$ cat config.mk
export PLATFORM = sky130hd
export DESIGN_NAME = alu_serial_ctrl
export DESIGN_NICKNAME = d
export VERILOG_FILES = /design/src/rtl/alu_serial_ctrl.sv
export SDC_FILE = /design/constraint.sdc
export NUM_CORES = 1
export LEC_CHECK = 0
export CAP_MARGIN = 5
export CORE_ASPECT_RATIO = 1.75
export CORE_MARGIN = 10
export CORE_UTILIZATION = 50
export DETAILED_ROUTE_END_ITERATION = 10
export HOLD_SLACK_MARGIN = 0.06
export PLACE_DENSITY_LB_ADDON = 0.1
export SLEW_MARGIN = 0
export SYNTH_ARGS = -nofsm -noshare
export SYNTH_HDL_FRONTEND = slang
export SYNTH_SLANG_ARGS = --single-unit
$ cat constraint.sdc
create_clock -name clk -period 2.7 [get_ports clk]
set_input_delay 0.675 -clock clk [delete_from_list [all_inputs] [get_ports clk]]
set_output_delay 0.675 -clock clk [all_outputs]
set_load 0.03 [all_outputs]
$ cat src/rtl/alu_serial_ctrl.sv
// Bit-serial sequencer for a 1-bit ALU slice: walks the operands LSB first,
// drives the slice controls and assembles the parallel result and flags.
module alu_serial_ctrl #(
   parameter int WIDTH = 16
) (
   input  logic             clk,
   input  logic             rst_n,
   input  logic             start,
   input  logic [2:0]       op,
   input  logic [WIDTH-1:0] a,
   input  logic [WIDTH-1:0] b,
   output logic             busy,
   output logic             done,
   output logic [WIDTH-1:0] y,
   output logic             zero,
   output logic             carry,
   output logic             overflow,
   output logic             slice_a,
   output logic             slice_b,
   output logic             slice_less,
   output logic             slice_cin,
   output logic             slice_a_invert,
   output logic             slice_b_invert,
   output logic [2:0]       slice_operation,
   input  logic             slice_result,
   input  logic             slice_cout
);

   // state   | meaning
   // IDLE    | waiting for start, slice drive idle
   // RUN     | one operand bit pair per cycle, LSB first
   // SLT_FIX | one LESS pass to place the signed compare in bit 0
   // DONE    | one-cycle done pulse, result and flags valid
   typedef enum logic [1:0] {IDLE, RUN, SLT_FIX, DONE} state_t;

   localparam int IW = (WIDTH > 2) ? $clog2(WIDTH) : 1;
   localparam logic [IW-1:0] LAST_IDX = IW'(WIDTH - 1);

   localparam logic [2:0] OP_AND = 3'b000;
   localparam logic [2:0] OP_OR  = 3'b001;
   localparam logic [2:0] OP_XOR = 3'b010;
   localparam logic [2:0] OP_ADD = 3'b011;
   localparam logic [2:0] OP_SUB = 3'b100;
   localparam logic [2:0] OP_SLT = 3'b101;
   localparam logic [2:0] OP_NOR = 3'b110;

   localparam logic [2:0] SEL_AND  = 3'b000;
   localparam logic [2:0] SEL_OR   = 3'b010;
   localparam logic [2:0] SEL_XOR  = 3'b011;
   localparam logic [2:0] SEL_ADD  = 3'b100;
   localparam logic [2:0] SEL_LESS = 3'b101;

   state_t            state_q, state_d;
   logic [WIDTH-1:0]  a_q, a_d, b_q, b_d, y_q, y_d;
   logic [2:0]        op_q, op_d;
   logic [IW-1:0]     idx_q, idx_d;
   logic              carry_q, carry_d;
   logic              cin_msb_q, cin_msb_d, cout_msb_q, cout_msb_d, sum_msb_q, sum_msb_d;
   logic              zero_q, zero_d, carry_flag_q, carry_flag_d, ovf_q, ovf_d;
   logic              dec_ai, dec_bi, arith;
   logic [2:0]        dec_sel;

   always_ff @(posedge clk or negedge rst_n) begin
      if (!rst_n) begin
         state_q      <= IDLE;
         a_q          <= '0;
         b_q          <= '0;
         y_q          <= '0;
         op_q         <= OP_AND;
         idx_q        <= '0;
         carry_q      <= 1'b0;
         cin_msb_q    <= 1'b0;
         cout_msb_q   <= 1'b0;
         sum_msb_q    <= 1'b0;
         zero_q       <= 1'b0;
         carry_flag_q <= 1'b0;
         ovf_q        <= 1'b0;
      end else begin
         state_q      <= state_d;
         a_q          <= a_d;
         b_q          <= b_d;
         y_q          <= y_d;
         op_q         <= op_d;
         idx_q        <= idx_d;
         carry_q      <= carry_d;
         cin_msb_q    <= cin_msb_d;
         cout_msb_q   <= cout_msb_d;
         sum_msb_q    <= sum_msb_d;
         zero_q       <= zero_d;
         carry_flag_q <= carry_flag_d;
         ovf_q        <= ovf_d;
      end
   end

   // Slice control decode for the latched op; reserved 111 behaves as AND.
   always_comb begin
      dec_ai  = 1'b0;
      dec_bi  = 1'b0;
      dec_sel = SEL_AND;
      case (op_q)
         OP_OR:          dec_sel = SEL_OR;
         OP_XOR:         dec_sel = SEL_XOR;
         OP_ADD:         dec_sel = SEL_ADD;
         OP_SUB, OP_SLT: begin dec_bi = 1'b1; dec_sel = SEL_ADD; end
         OP_NOR:         begin dec_ai = 1'b1; dec_bi = 1'b1; end
         default:        dec_sel = SEL_AND;
      endcase
   end

   always_comb begin
      state_d         = state_q;
      a_d             = a_q;
      b_d             = b_q;
      y_d             = y_q;
      op_d            = op_q;
      idx_d           = idx_q;
      carry_d         = carry_q;
      cin_msb_d       = cin_msb_q;
      cout_msb_d      = cout_msb_q;
      sum_msb_d       = sum_msb_q;
      zero_d          = zero_q;
      carry_flag_d    = carry_flag_q;
      ovf_d           = ovf_q;
      slice_a         = 1'b0;
      slice_b         = 1'b0;
      slice_less      = 1'b0;
      slice_cin       = 1'b0;
      slice_a_invert  = 1'b0;
      slice_b_invert  = 1'b0;
      slice_operation = 3'b000;
      arith           = (op_q == OP_ADD) || (op_q == OP_SUB);

      case (state_q)
         IDLE: begin
            if (start) begin
               a_d     = a;
               b_d     = b;
               op_d    = op;
               idx_d   = '0;
               carry_d = (op == OP_SUB) || (op == OP_SLT);
               state_d = RUN;
            end
         end
         RUN: begin
            slice_a         = a_q[idx_q];
            slice_b         = b_q[idx_q];
            slice_cin       = carry_q;
            slice_a_invert  = dec_ai;
            slice_b_invert  = dec_bi;
            slice_operation = dec_sel;
            y_d[idx_q]      = slice_result;
            carry_d         = slice_cout;
            idx_d           = idx_q + IW'(1);
            if (idx_q == LAST_IDX) begin
               cin_msb_d  = carry_q;
               cout_msb_d = slice_cout;
               sum_msb_d  = slice_result;
               state_d    = (op_q == OP_SLT) ? SLT_FIX : DONE;
            end
         end
         SLT_FIX: begin
            slice_operation = SEL_LESS;
            slice_a         = a_q[0];
            slice_b         = b_q[0];
            // signed less-than: sign of the difference corrected by overflow
            slice_less      = sum_msb_q ^ (cin_msb_q ^ cout_msb_q);
            y_d             = '0;
            y_d[0]          = slice_result;
            state_d         = DONE;
         end
         DONE: state_d = IDLE;
         default: state_d = IDLE;
      endcase

      if ((state_d == DONE) && (state_q != DONE)) begin
         zero_d       = (y_d == '0);
         carry_flag_d = arith & cout_msb_d;
         ovf_d        = arith & (cin_msb_d ^ cout_msb_d);
      end
   end

   assign busy     = (state_q == RUN) || (state_q == SLT_FIX);
   assign done     = (state_q == DONE);
   assign y        = y_q;
   assign zero     = zero_q;
   assign carry    = carry_flag_q;
   assign overflow = ovf_q;

endmodule
==> flow_summary.json <==
{
  "h-tree-depth": 3,
  "p_leak_nw": 1.99,
  "ys_types": 49,
  "drtIter0Drc": 195,
  "start_util_pct": 51.9,
  "cts_buffer_depth": 2,
  "nFillCells": 517,
  "synth_cells": 293,
  "run_status": "complete, but fails checks",
  "r2r_start": "idx_q[0]$_DFFE_PN0P_",
  "switching_power_mw": 1.95,
  "hold_viol_final": 0,
  "cell_internal_pwr_mw": 3.23,
  "final_cells": 465,
  "fp.coreArea_um2": 6590,
  "cts_tree": "done",
  "die_w_um": 82.5,
  "switching_share_pct": 37.6,
  "finalMaxSlewViolations": 0,
  "cts-buffers-inserted": 9,
  "p_seq_share_pct": 31.1,
  "antenna_left": 0,
  "worst-path-max-fanout": 5,
  "cp_slowest_stage_delay_ns": 0.49,
  "period_minus_slack_ns": 2.89,
  "final_util_pct": 70.0,
  "clkLatencyLatePin_ns": 0.33,
  "p_per_area_nw_per_um2": 1120,
  "fin_nets": 428,
  "cts_sinks": 64,
  "final.setup.worst_slack_ns": -0.193,
  "synth_area_leaders": "dfrtp_1, mux2_2, mux4_2",
  "cp_top_family": "multiplexers",
  "combPwrFrac_pct": 48.8,
  "clkTransAtPathRegs_ns": 0.06,
  "crit_slowest_cell": "mux4_2",
  "grt_use_total_pct": 16.5,
  "cp.required_ns": 2.03,
  "io_buffers": 69,
  "crit_chain": "buf_8 -> mux4_2 -> mux4_2 -> a22oi_2 -> nor2_1 -> buf_4",
  "path_buf_inv": 2,
  "r2r_slack_ns": 0.13,
  "grt_pass1_wl_um": 13700,
  "route.detailed.drc": 0,
  "maxCapViolCount": 0,
  "synth_enable_flop_cells": 0,
  "routed_wl_um": 8500,
  "post-synth-top-count-cell": "dfrtp_1",
  "syn_nets": 343,
  "antenna_found_initial": 0,
  "num_rows": 39,
  "diodes": 0,
  "wl_per_cell_um": 18.3,
  "cp_common_cell": "mux4_2",
  "hp-class": "in -> async",
  "root_buffer": "clkbuf_16",
  "drt-pass1-iter-count": 5,
  "yosysSeqAreaShare_pct": 46.8,
  "r2r_end": "zero$_DFFE_PN0P_",
  "vias": 2675,
  "clockPowerShare_pct": 20.1,
  "die_h_um": 129,
  "grt_max_degree": 37,
  "ys_ff_latch": 64,
  "crit_start": "idx_q[0]$_DFFE_PN0P_",
  "drive_gt1_share_pct": 28.5,
  "io_pins": 70,
  "globalRouteOverflowTotal": 0,
  "period_share_pct": 107,
  "setup_tns_ns": -0.370,
  "yosysTopAreaCell": "dfrtp_1",
  "post-place-cells": 444,
  "startpoint_type": "flop",
  "syn_avg_cell_area_um2": 11.7,
  "dieArea_um2": 10700,
  "rsz0062_at_grt": "yes",
  "path_class": "reg -> out",
  "async_reset_ff_share_pct": 100,
  "netlist_top_cells_count": "dfrtp_1, mux2_2, nand2_1, inv_1, o21ai_0",
  "violations": "negative setup slack",
  "via_per_inst": 5.75,
  "critPathCaptureType": "primary output",
  "r2r_cells": 10,
  "slew_headroom_pct": 47.2,
  "cp.arrival_ns": 2.22,
  "netlist.area_leader.share_pct": 46.8,
  "netlist_area_um2": 3420,
  "post-dp-hpwl_um": 6230,
  "synthFlopType": "dfrtp_1",
  "clock_skew_ns": 0.00856,
  "area_delta_synth_final_pct": 34.7,
  "worst_slew_pin_slew_ns": 0.780,
  "setup_viol": 2,
  "grt_pass1_vias": 2915,
  "fmax_mhz": 346,
  "gp_congestion": 0.867,
  "peakVddDrop_mv": 0.708,
  "yosys_warnings": 0
}
## how the worst max path moves through the flow
stage               endpoint  slack, ns  cells past startpoint
detailed placement   slice_b      -0.30                      5
CTS                  slice_a      -0.30                      6
floorplan            slice_a       0.05                      5
finish               slice_a      -0.19                      6
global route         slice_a      -0.27                      6
global placement     slice_b      -0.30                      5
## sequential cells by signal (all words and copies together), names as in the netlist, 2 cells and up
signal   flops
state_q      2
y           16
idx_q        4
b_q         16
a_q         16
op_q         3
## cell usage in the layout, fill, tap and decap left out, types with 7 or more instances in the layout
| cell type | count |
|---|---|
| clkdlybuf4s50_1 | 58 |
| clkbuf_16 | 9 |
| o22ai_1 | 7 |
| o21ai_0 | 12 |
| and3_1 | 7 |
| mux2_2 | 37 |
| a21oi_1 | 9 |
| inv_1 | 12 |
| nand3_1 | 7 |
| a22o_1 | 9 |
| dfrtp_1 | 63 |
| ha_1 | 7 |
| buf_4 | 29 |
| nor2_1 | 11 |
| mux4_2 | 10 |
| nand2_1 | 16 |
## cell families after synthesis
kind of cell / count (synthesis) / synth area share, %
and+or+nand+nor: 67 / 11.0
DFF: 64 / 46.8
AOI/OAI and AO/OA: 63 / 12.9
muxes: 52 / 20.3
buffers and inverters: 33 / 4.35
adders and majority gates: 10 / 3.66
xor gates and xnor gates: 4 / 1.02
## per-layer routing
layer	track usage, %	part of all wire (%)	up-vias
li1	-	-	1260
met1	17.2	37	1313
met2	28.2	54	79
met3	4.71	5.3	23
met4	9.99	3.5	0
met5	0	0	-
## through the flow
| stage | hold WS (ns) | total power [mW] | instance area [um^2] | setup slack, ns |
|---|---|---|---|---|
| 2_1_floorplan | 0.379 | 3.27 | 3430 | 0.0511 |
| 3_3_place_gp | 0.466 | 4.00 | 4270 | -0.303 |
| 3_5_place_dp | 0.471 | 4.05 | 4270 | -0.303 |
| 4_1_cts | 0.299 | 5.13 | 4550 | -0.299 |
| 5_1_grt | 0.324 | 5.50 | 4610 | -0.272 |
| 6_report | 0.290 | 5.18 | 4610 | -0.193 |
## power by group through the flow
stage          Sequential (mW)  Combinational [mW]  Clock (mW)
2_1_floorplan             1.64                1.62           0
3_3_place_gp              1.61                2.39           0
3_5_place_dp              1.63                2.43           0
4_1_cts                   1.62                2.45        1.06
5_1_grt                   1.66                2.74        1.10
6_report                  1.61                2.53        1.04
## layout make-up
class / count / area [um^2] / area share (%)
Multi-Input combinational cell: 196 / 1720 / 37.2
Sequential cell: 64 / 1600 / 34.8
Timing Repair Buffer: 93 / 868 / 18.8
Clock buffer: 12 / 246 / 5.35
Tap cell: 82 / 103 / 2.23
Inverter: 14 / 52.6 / 1.14
Clock inverter: 4 / 20.0 / 0.434
## repair_timing
item,4_1_cts,5_1_grt
hold buffers,0,0
pin swaps,0,0
setup buffers,1,4
resized for setup,8,13
endpoints found under the setup margin,4,4
Note: power is estimated with default switching activity, not from simulation.
